**src/rtl/matrix_loader.sv**
```systemverilog
// rtl/matrix_loader.sv - collects a 2x2 or 3x3 signed matrix from a stream and presents it packed
//
// Purpose: accepts matrix elements in row-major order over a valid/ready
// handshake, places them into a packed N*N slot array (slot k = 3*row + col,
// slot 0 in the top bits), and holds the finished matrix for the determinant
// stage until it is consumed. A 2x2 load is embedded in the 3x3 frame with
// slot 8 set to +1 so both orders share one determinant datapath.
//
// Ports:
//   clk        system clock, rising edge
//   rst        synchronous active-high reset
//   start      begin (or restart) a load
//   sz3        order select latched on start: 1 = 3x3, 0 = 2x2
//   in_data    signed element, row-major
//   in_valid   in_data valid this cycle
//   in_ready   loader accepts in_data this cycle
//   matrix     packed signed matrix, N*N*ELEM_W bits
//   mat_valid  matrix complete and stable
//   mat_ready  downstream consumes matrix this cycle
//   count      elements accepted in the current load
//   busy       loader is in LOAD or DONE

module matrix_loader #(
    parameter int ELEM_W = 8,
    parameter int N      = 3
) (
    input  logic                      clk,
    input  logic                      rst,
    input  logic                      start,
    input  logic                      sz3,
    input  logic [ELEM_W-1:0]         in_data,
    input  logic                      in_valid,
    output logic                      in_ready,
    output logic [N*N*ELEM_W-1:0]     matrix,
    output logic                      mat_valid,
    input  logic                      mat_ready,
    output logic [3:0]                count,
    output logic                      busy
);

    localparam int NN = N * N;
    localparam int MW = NN * ELEM_W;

    typedef enum logic [1:0] {
        S_IDLE = 2'd0,
        S_LOAD = 2'd1,
        S_DONE = 2'd2
    } state_t;

    state_t          r_state;
    state_t          w_next;
    logic            r_sz3;
    logic [3:0]      r_count;
    logic [MW-1:0]   r_matrix;

    logic            w_restart;
    logic            w_accept;
    logic            w_last;
    logic [3:0]      w_slot;
    logic [MW-1:0]   w_template;

    // start is honoured everywhere except DONE, where it only counts when
    // the matrix is being consumed on the same cycle.
    assign w_restart = start && ((r_state != S_DONE) || mat_ready);

    // An element on a restart cycle is dropped: the restart wins.
    assign w_accept  = (r_state == S_LOAD) && in_valid && !start;

    assign w_last    = r_sz3 ? (r_count == 4'd8) : (r_count == 4'd3);

    // 2x2 element i lands at row i/2, col i%2 of the 3x3 frame: 0,1,3,4.
    always_comb begin
        w_slot = r_count;
        if (!r_sz3) begin
            w_slot = (r_count[1] ? 4'(N) : 4'd0) + {3'b000, r_count[0]};
        end
    end

    // Template uses the incoming sz3 because it is latched on the same edge.
    always_comb begin
        w_template = '0;
        if (!sz3) begin
            w_template[ELEM_W-1:0] = ELEM_W'(1);
        end
    end

    // State register
    always_ff @(posedge clk) begin
        if (rst) begin
            r_state <= S_IDLE;
        end else begin
            r_state <= w_next;
        end
    end

    // Next-state logic
    always_comb begin
        w_next = r_state;
        case (r_state)
            S_IDLE: begin
                if (start) w_next = S_LOAD;
            end
            S_LOAD: begin
                if (start)                 w_next = S_LOAD;
                else if (w_accept && w_last) w_next = S_DONE;
            end
            S_DONE: begin
                if (mat_ready) w_next = start ? S_LOAD : S_IDLE;
            end
            default: w_next = S_IDLE;
        endcase
    end

    // Output decode from state only
    always_comb begin
        in_ready  = (r_state == S_LOAD);
        mat_valid = (r_state == S_DONE);
        busy      = (r_state != S_IDLE);
    end

    // Datapath: order latch, element counter and packed slot array
    always_ff @(posedge clk) begin
        if (rst) begin
            r_sz3    <= 1'b0;
            r_count  <= 4'd0;
            r_matrix <= '0;
        end else if (w_restart) begin
            r_sz3    <= sz3;
            r_count  <= 4'd0;
            r_matrix <= w_template;
        end else if (w_accept) begin
            r_count <= r_count + 4'd1;
            for (int k = 0; k < NN; k++) begin
                if (w_slot == 4'(k)) begin
                    r_matrix[(NN-1-k)*ELEM_W +: ELEM_W] <= in_data;
                end
            end
        end
    end

    assign matrix = r_matrix;
    assign count  = r_count;

endmodule

```
**config.mk**
```make
export PLATFORM = sky130hd
export DESIGN_NAME = matrix_loader
export DESIGN_NICKNAME = d
export VERILOG_FILES = /design/src/rtl/matrix_loader.sv
export SDC_FILE = /design/constraint.sdc
export NUM_CORES = 1
export LEC_CHECK = 0
export BUFFER_PORTS_ARGS = -buffer_cell sky130_fd_sc_hd__buf_2
export CAP_MARGIN = 40
export CORE_UTILIZATION = 40
export CTS_BUF_LIST = sky130_fd_sc_hd__clkbuf_16
export CTS_CLUSTER_DIAMETER = 40
export DETAILED_ROUTE_END_ITERATION = 12
export PLACE_DENSITY_LB_ADDON = 0.05
export SKIP_CTS_REPAIR_TIMING = 1
export SYNTH_ARGS = -nofsm -noshare
export SYNTH_HDL_FRONTEND = slang
export SYNTH_SLANG_ARGS = --single-unit
export TNS_END_PERCENT = 10
```
**constraint.sdc**
```tcl
create_clock -name clk -period 3.39 [get_ports clk]
set_clock_uncertainty 0.2 [all_clocks]
set_input_delay 0.678 -clock clk [delete_from_list [all_inputs] [get_ports clk]]
set_output_delay 0.678 -clock clk [all_outputs]
set_load 0.05 [all_outputs]
```
==> out/summary.txt, run 1 <==
share of final-layout standard cells stronger than drive strength 1: 26.6%
average instance area after synthesis: 8.70 sq um
Routed wire per std cell: 14.9 um
number of antenna violations at the first check in global routing: 0
Post-DRT Antenna Nets: 0
max-cap viol count: 0
Iter 0 DRT Violations: 95
ANT cells: 0
wire length of the first global-routing pass: 13.6 mm
slack of the worst reg-to-reg path: 560 ps
worst r2r src: count[0]
Core Footprint: 0.00818 sq mm
router iterations before antenna repair: 4
area enclosed by the die boundary: 0.00879 sq mm
PwrDens: 506 mW/mm^2
All-Layer GR Usage: 20.6%
reported leakage power: 1.62 nW
post-synthesis net count: 405
normalized max-slew margin: 45.2%
post-detailed-placement half-perimeter wirelength: 5.43 mm
Via Count: 2865
die boundary width: 93.7 um
hold-critical path endpoint: matrix[8]
post-route core utilization: 50.1%
outcome: completed
Setup violations, final: 0
residual overflow from global routing: 0
maximum level of the CTS H-tree: 3
maximum VDD drop: 0.000255 V
CTS tree: built
starting density of the core: 41.2%
Fin Setup TNS: 0 ps
met3 track demand over resource: 7.28%
count of final hold-check violations: 0
fraction of the cycle the final worst path needs: 83.4%
largest net degree at the start of global routing: 141
remaining routing DRC violations: 0
critical path type: flop to flop
mean number of vias per cell: 5.05
fill cell count: 827
multi-input logic area: 0.00156 sq mm
Crit path required time: 3370 ps
startpoint class of the critical path: flop
GR Util met1: 27.1%
element type at the critical path end: flop
post-synth cell types: 32
cts bufs inserted: 9
source of the worst hold timing path: matrix[8]
data arrival time of the worst path: 2810 ps
Max Fanout on Critical Path: 16
Synth warnings: 0
portion of the post-synthesis area used by sequential elements: 47.0%
CTS clock-pin slew for the worst setup and hold paths: 60 ps
global-route track usage on met2: 30.9%
length in cells of the worst reg-to-reg path: 5
setup repair after global routing missed its margin: false
fin nets: 476
number of buffers added on ports: 92
number of sinks on the clock net: 79
final count of pins violating max slew: 0
sequential cell area: 0.00158 sq mm
Pwr Total: 0.00207 W
number of buffers on the longest clock path: 2
Worst Hold Path Cells: 2
number of synthesized register bits: 79
GR peak layer: met2
Worst-Margin Slew: 822 ps
worst hold-check path type: flop to flop
FMAX: 353 MHz
via count of the first global-routing pass: 2501
Placement Rows: 33
Worst-Skew Late Latency: 330 ps
total wire length after detailed routing: 8.44 mm
Area growth syn-to-layout: 21.7%
RR Endpoint: matrix[37]
Final min period: 2830 ps
Die H: 93.7 um
post-synth design cell area: 0.00337 sq mm
library cell used as clock root buffer: sky130_fd_sc_hd__clkbuf_16
total I/O pin count: 93
synthesized instance count: 387
final estimated routing congestion in global placement: 0.782
==> routing by layer <==
layer / share of wire, % / up-vias
met4: 0.77 / 0
met5: 0 / -
met2: 47 / 56
li1: - / 1477
met3: 5.9 / 5
met1: 47 / 1327
==> cell usage in the layout, fill, tap and decap left out, types with 2 or more instances in the layout <==
master,count
sky130_fd_sc_hd__a2111oi_4,8
sky130_fd_sc_hd__a21oi_1,3
sky130_fd_sc_hd__buf_2,92
sky130_fd_sc_hd__buf_4,2
sky130_fd_sc_hd__bufinv_16,2
sky130_fd_sc_hd__clkbuf_16,9
sky130_fd_sc_hd__dfxtp_1,79
sky130_fd_sc_hd__ha_1,4
sky130_fd_sc_hd__inv_1,5
sky130_fd_sc_hd__nand2_1,76
sky130_fd_sc_hd__nand2b_1,2
sky130_fd_sc_hd__nand3_1,73
sky130_fd_sc_hd__nand3b_1,5
sky130_fd_sc_hd__nor2_1,5
sky130_fd_sc_hd__o21ai_0,55
sky130_fd_sc_hd__o21ai_1,17
sky130_fd_sc_hd__or3b_1,3
sky130_fd_sc_hd__xor2_1,2
==> flip-flops by register name (all words and copies together), names as in the netlist <==
register and flops:
r_sz3 1, matrix 72, r_state 2, count 4
==> cell families after synthesis <==
kind of cell | Yosys count | share of synthesized area [%]
DFF | 79 | 47.0
adders and majority gates | 4 | 1.49
buffers and inverters | 40 | 7.02
and+or+nand+nor | 171 | 24.0
muxes | 2 | 0.743
xor gates and xnor gates | 2 | 0.520
AOI/OAI and AO/OA | 89 | 19.2
==> stage by stage <==
step / instances / setup WS [ps] / hold slack (ps) / area (sq um)
final: 567 / 561 / 249 / 4100
after global routing: 567 / 330 / 273 / 4100
after global placement: 552 / 686 / 235 / 3790
after floorplan: 387 / 525 / 338 / 3370
after CTS: 567 / 554 / 253 / 4100
after detailed placement: 552 / 577 / 239 / 3790
==> area by class of cell <==
cell class | count | share of cell area (%)
multi-input cells | 268 | 38.1
clock inverters | 6 | 2.08
clock buffers | 9 | 5.50
well taps | 105 | 3.21
flip-flops and latches | 79 | 38.6
repair buffers | 95 | 12.1
inverters | 5 | 0.458
==> worst max-delay path, stage by stage, from the launching register on <==
cell	delay [ps]
sky130_fd_sc_hd__dfxtp_1	500
sky130_fd_sc_hd__inv_1	130
sky130_fd_sc_hd__ha_1	370
sky130_fd_sc_hd__or3b_1	470
sky130_fd_sc_hd__a2111oi_4	790
sky130_fd_sc_hd__o21ai_0	220
==> power breakdown <==
group	internal (W)	total, W	switching [W]
sequential	0.000932	0.000938	0.00000576
clock	0.000640	0.00103	0.000389
combinational	0.0000242	0.000107	0.0000826
==> Yosys cell counts <==
cell	count	share of area, %
sky130_fd_sc_hd__dfxtp_1	79	47
sky130_fd_sc_hd__nand2_1	76	8.5
sky130_fd_sc_hd__nand3_1	73	11
sky130_fd_sc_hd__o21ai_0	55	8.2
sky130_fd_sc_hd__buf_2	18	2.7
sky130_fd_sc_hd__o21ai_1	17	2.5
sky130_fd_sc_hd__a2111oi_4	8	6.5
sky130_fd_sc_hd__buf_6	7	2.3
sky130_fd_sc_hd__clkbuf_1	7	0.78
sky130_fd_sc_hd__inv_1	5	0.56
sky130_fd_sc_hd__nand3b_1	5	1.1
sky130_fd_sc_hd__nor2_1	5	0.56
sky130_fd_sc_hd__a21oi_1	4	0.59
sky130_fd_sc_hd__ha_1	4	1.5
sky130_fd_sc_hd__buf_4	3	0.67
sky130_fd_sc_hd__or3b_1	3	0.78
sky130_fd_sc_hd__nand2b_1	2	0.37
sky130_fd_sc_hd__xor2_1	2	0.52
sky130_fd_sc_hd__a2111o_1	1	0.33
sky130_fd_sc_hd__a2111oi_0	1	0.26
sky130_fd_sc_hd__a211oi_1	1	0.22
sky130_fd_sc_hd__a2bb2oi_1	1	0.26
sky130_fd_sc_hd__mux2_2	1	0.33
sky130_fd_sc_hd__mux2i_2	1	0.41
sky130_fd_sc_hd__nand4_1	1	0.19
sky130_fd_sc_hd__nand4bb_1	1	0.33
sky130_fd_sc_hd__nor2b_1	1	0.19
sky130_fd_sc_hd__nor4bb_1	1	0.30
sky130_fd_sc_hd__o2111a_1	1	0.33
sky130_fd_sc_hd__or2_2	1	0.19
sky130_fd_sc_hd__or3_4	1	0.33
sky130_fd_sc_hd__or3b_4	1	0.33
==> worst max path at each step <==
stage          slack (ps)     start    endpoint  cells after the start
6_report              560  count[0]  matrix[37]                      5
5_1_grt               330  count[0]  matrix[37]                      5
4_1_cts               550  count[0]  matrix[37]                      5
3_5_place_dp          580  count[0]  matrix[37]                      5
3_3_place_gp          690  count[0]  matrix[65]                      5
2_1_floorplan         530  count[0]   matrix[4]                      7
Note: power is estimated with default switching activity, not from simulation.
==> run 2: changes to the inputs <==
Clock period 3.39 ns to 2.8 ns, I/O delays scaled along.
==> run 2 against run 1 <==
Net effect:
- hold slack lost 4.1 ps
- clock power grew 19%
- largest power group unchanged
- power is 20% higher
- highest routed layer unchanged
- wire length down 0.12%
- sequential share of layout area shrank 0.92 points
- critical endpoint is now matrix[0]
- cell area is 2.5% higher
- combinational power rose by 26%
- non-clock buffer count is 12 higher
- final cell count rose by 2.1%
- critical path type unchanged
==> out/summary.txt, run 2 (synthesized netlist as in run 1, its figures left out) <==
total wire length after detailed routing: 8.43 mm
total I/O pin count: 93
worst hold-check path type: flop to flop
Setup violations, final: 0
crit path setup slack, layout: 193 ps
logic depth of the worst setup path including buffers: 6
maximum cell stage delay along the critical path: 650 ps
slack of the worst reg-to-reg path: 190 ps
Fin Setup TNS: 0 ps
crit path max-delay cell type: sky130_fd_sc_hd__a2111o_1
library cell used as clock root buffer: sky130_fd_sc_hd__clkbuf_16
Crit path required time: 2870 ps
CTS clock-pin slew for the worst setup and hold paths: 60 ps
final count of pins violating max slew: 0
worst slack at placement: 199 ps
PwrDens: 594 mW/mm^2
Iter 0 DRT Violations: 97
outcome: completed
share of final-layout standard cells stronger than drive strength 1: 28.7%
starting density of the core: 41.2%
mean number of vias per cell: 5.01
Final min period: 2610 ps
Worst Hold Path Cells: 2
CTS tree: built
flip-flop count of the largest register, all copies and words added: 72
setup repair after global routing missed its margin: false
maximum level of the CTS H-tree: 3
metal1 wirelength: 4.02 mm
FMAX: 384 MHz
startpoint class of the critical path: flop
wire length of the first global-routing pass: 13.3 mm
cts bufs inserted: 9
data arrival time of the worst path: 2670 ps
worst r2r src: count[0]
final estimated routing congestion in global placement: 0.766
element type at the critical path end: flop
critical path, cell by cell: inv_1 > ha_1 > or3b_1 > a2111o_1 > nand3b_1 > o2111a_1
All-Layer GR Usage: 19.8%
number of sinks on the clock net: 79
critical path type: flop to flop
number of cells in the design after placement: 564
post-detailed-placement half-perimeter wirelength: 5.63 mm
length in cells of the worst reg-to-reg path: 6
via count of the first global-routing pass: 2552
largest net degree at the start of global routing: 77
count of final hold-check violations: 0
placed cell areas: 0.00389 sq mm
fin nets: 488
ANT cells: 0
Post-DRT Antenna Nets: 0
number of antenna violations at the first check in global routing: 0
number of buffer and inverter stages on the critical path: 1
maximum VDD drop: 0.000254 V
commonest cells after routing, fill and taps aside: 92 x sky130_fd_sc_hd__buf_2, 78 x sky130_fd_sc_hd__dfxtp_1, 76 x sky130_fd_sc_hd__nand2_1
Placement Rows: 33
Via Count: 2903
Area growth syn-to-layout: 24.8%
normalized max-slew margin: 55.0%
Max Fanout on Critical Path: 16
area enclosed by the die boundary: 0.00879 sq mm
Worst-Margin Slew: 658 ps
residual overflow from global routing: 0
final instance count without filler cells: 579
fraction of the cycle the final worst path needs: 93.1%
remaining routing DRC violations: 0
Routed wire per std cell: 14.6 um
die boundary width: 93.7 um
Worst-Skew Late Latency: 330 ps
Core Footprint: 0.00818 sq mm
number of buffers on the longest clock path: 2
worst setup path startpoint: count[0]
number of buffers added on ports: 92
Routed met2 length: 3.91 mm
topmost layer with routed signal wires: met4
reported leakage power: 1.70 nW
Finished Cell Area: 0.00420 sq mm
source of the worst hold timing path: matrix[8]
router iterations before antenna repair: 4
Die H: 93.7 um
commonest non-fill, non-tap cell in the layout: sky130_fd_sc_hd__buf_2
max-cap viol count: 0
Met3 Wirelength: 425 um
kind of cell adding the most delay to the critical path: compound AO/OA/AOI/OAI gates
==> run 2: through the flow <==
| step | total power, W | hold slack, ps | util, % |
|---|---|---|---|
| 2_1_floorplan | 0.00126 | 338 | - |
| 3_3_place_gp | 0.00129 | 233 | 47.6 |
| 3_5_place_dp | 0.00129 | 237 | 47.6 |
| 4_1_cts | 0.00252 | 251 | 51.4 |
| 5_1_grt | 0.00258 | 265 | 51.4 |
| 6_report | 0.00250 | 245 | 51.4 |
==> run 2: area by class of cell <==
cell class	count	area, sq um
fillers	827	3970
flip-flops and latches	79	1580
multi-input cells	268	1560
repair buffers	107	598
clock buffers	9	225
well taps	105	131
clock inverters	6	85.1
inverters	5	18.8
==> run 2: routing by layer <==
layer / vias up / global-route usage [%]
met2: 61 / 30.8
met4: 0 / 7.31
li1: 1504 / -
met3: 9 / 4.69
met1: 1329 / 26.6
met5: - / 0
==> run 2: final timing paths <==
check | endpoint
max reg2reg | matrix[0]
min | matrix[8]
min reg2reg | matrix[8]
max | matrix[0]
==> run 2: worst reg2reg max path, stage by stage (launching register included) <==
cell and delay (ps):
sky130_fd_sc_hd__dfxtp_2 400, sky130_fd_sc_hd__inv_1 100, sky130_fd_sc_hd__ha_1 360, sky130_fd_sc_hd__or3b_1 470, sky130_fd_sc_hd__a2111o_1 650, sky130_fd_sc_hd__nand3b_1 180
sky130_fd_sc_hd__o2111a_1 190
==> run 2: power by group <==
| group | switching [W] | internal (W) | leakage [nW] |
|---|---|---|---|
| clock | 0.000454 | 0.000774 | 0.153 |
| sequential | 0.00000557 | 0.00113 | 0.637 |
| combinational | 0.000101 | 0.0000344 | 0.905 |
==> run 3: changes to the inputs <==
Clock period 2.8 ns to 3.1 ns, I/O delays scaled along.
==> run 3 against run 2 <==
Net effect:
- register-to-register slack better by 180 ps
- power decreased by 6.2%
- critical path type unchanged
- sequential share of layout area increased by 0.21 points
- largest cell class unchanged
==> out/summary.txt, run 3 (synthesized netlist as in run 1, its figures left out) <==
commonest cells after routing, fill and taps aside: 92 x sky130_fd_sc_hd__buf_2, 79 x sky130_fd_sc_hd__dfxtp_1, 76 x sky130_fd_sc_hd__nand2_1
CTS clock-pin slew for the worst setup and hold paths: 60 ps
worst r2r src: count[0]
hold-critical path endpoint: matrix[30]
Iter 0 DRT Violations: 97
maximum level of the CTS H-tree: 3
number of buffers on the longest clock path: 2
Max Fanout on Critical Path: 16
setup repair after global routing missed its margin: false
count of final hold-check violations: 0
normalized max-slew margin: 46.9%
Via Count: 2875
wire length of the first global-routing pass: 13.1 mm
max-cap viol count: 0
share of final-layout standard cells stronger than drive strength 1: 27.7%
router iterations before antenna repair: 4
reported leakage power: 1.68 nW
cts bufs inserted: 9
final estimated routing congestion in global placement: 0.785
fill cell count: 833
residual overflow from global routing: 0
final instance count without filler cells: 574
startpoint class of the critical path: flop
crit path setup slack, layout: 376 ps
total wire length after detailed routing: 8.44 mm
Worst-Margin Slew: 796 ps
element type at the critical path end: flop
source of the worst hold timing path: matrix[30]
worst slack at placement: 384 ps
Post-DRT Antenna Nets: 0
Fin Setup TNS: 0 ps
Worst Hold Path Cells: 2
maximum VDD drop: 0.000254 V
starting density of the core: 41.2%
PwrDens: 561 mW/mm^2
post-detailed-placement half-perimeter wirelength: 5.45 mm
number of antenna violations at the first check in global routing: 0
Crit path required time: 3120 ps
total I/O pin count: 93
worst hold-check path type: flop to flop
via count of the first global-routing pass: 2403
fin nets: 483
All-Layer GR Usage: 19.9%
Setup violations, final: 0
Worst-Skew Late Latency: 330 ps
length in cells of the worst reg-to-reg path: 5
mean number of vias per cell: 5.01
fraction of the cycle the final worst path needs: 87.9%
FMAX: 367 MHz
data arrival time of the worst path: 2740 ps
remaining routing DRC violations: 0
Final min period: 2720 ps
number of cells in the design after placement: 559
number of sinks on the clock net: 79
critical path type: flop to flop
flip-flop count of the largest register, all copies and words added: 72
slack of the worst reg-to-reg path: 380 ps
largest net degree at the start of global routing: 141
outcome: completed
Routed wire per std cell: 14.7 um
RR Endpoint: matrix[0]
number of buffers added on ports: 92
worst setup path startpoint: count[0]
die boundary width: 93.7 um
Placement Rows: 33
Core Footprint: 0.00818 sq mm
commonest non-fill, non-tap cell in the layout: sky130_fd_sc_hd__buf_2
CTS tree: built
Area growth syn-to-layout: 24.0%
final count of pins violating max slew: 0
area enclosed by the die boundary: 0.00879 sq mm
library cell used as clock root buffer: sky130_fd_sc_hd__clkbuf_16
ANT cells: 0
Die H: 93.7 um
==> run 3: changes by cell type in the layout (fill, tap and decap cells not counted), sizes merged <==
cell | previous run | this run
buf | 107 | 102
clkinv | 1 | 0
bufinv | 2 | 3
==> run 3: final cells by class <==
type	count	area, sq um	area share, %
clock inverter	6	110	2.64
multi-input combinational	268	1560	37.4
sequential	79	1580	37.9
clock buffer	9	225	5.39
tap	105	131	3.15
timing repair buffer	102	548	13.1
inverter	5	18.8	0.450
==> run 3: where the power goes <==
group          switching (W)  internal (W)  total, W
sequential        0.00000646       0.00102   0.00103
combinational      0.0000899     0.0000276  0.000118
clock               0.000418      0.000782   0.00120
==> run 3: how the worst max path moves through the flow <==
stage,cells after the start,slack (ps),end
2_1_floorplan,7,240,matrix[4]
3_5_place_dp,5,380,matrix[0]
5_1_grt,5,250,matrix[48]
4_1_cts,5,370,matrix[0]
3_3_place_gp,5,470,matrix[0]
6_report,5,380,matrix[0]
==> run 3: worst max-delay path, cell delays in order (launching register included) <==
cell and delay (ps):
sky130_fd_sc_hd__dfxtp_1 480, sky130_fd_sc_hd__inv_1 130, sky130_fd_sc_hd__ha_1 370, sky130_fd_sc_hd__or3b_1 470
sky130_fd_sc_hd__a2111o_1 660, sky130_fd_sc_hd__o2111a_1 310
==> run 3: layer usage <==
layer / up-vias / routed length [um] / GRT usage (%)
met5: - / 0 / 0
met4: 0 / 160 / 9.10
met3: 14 / 513 / 4.85
met2: 74 / 3800 / 29.5
met1: 1289 / 3970 / 26.9
li1: 1498 / - / -
==> run 3: per-stage QoR <==
step                cell area (sq um)  hold WS [ps]  power, W  util [%]
global placement                 3840           234   0.00117      47.0
CTS                              4180           250   0.00236      51.1
global route                     4180           267   0.00241      51.1
detailed placement               3840           240   0.00117      47.0
floorplan                        3370           338   0.00113         -
finish                           4180           248   0.00234      51.1
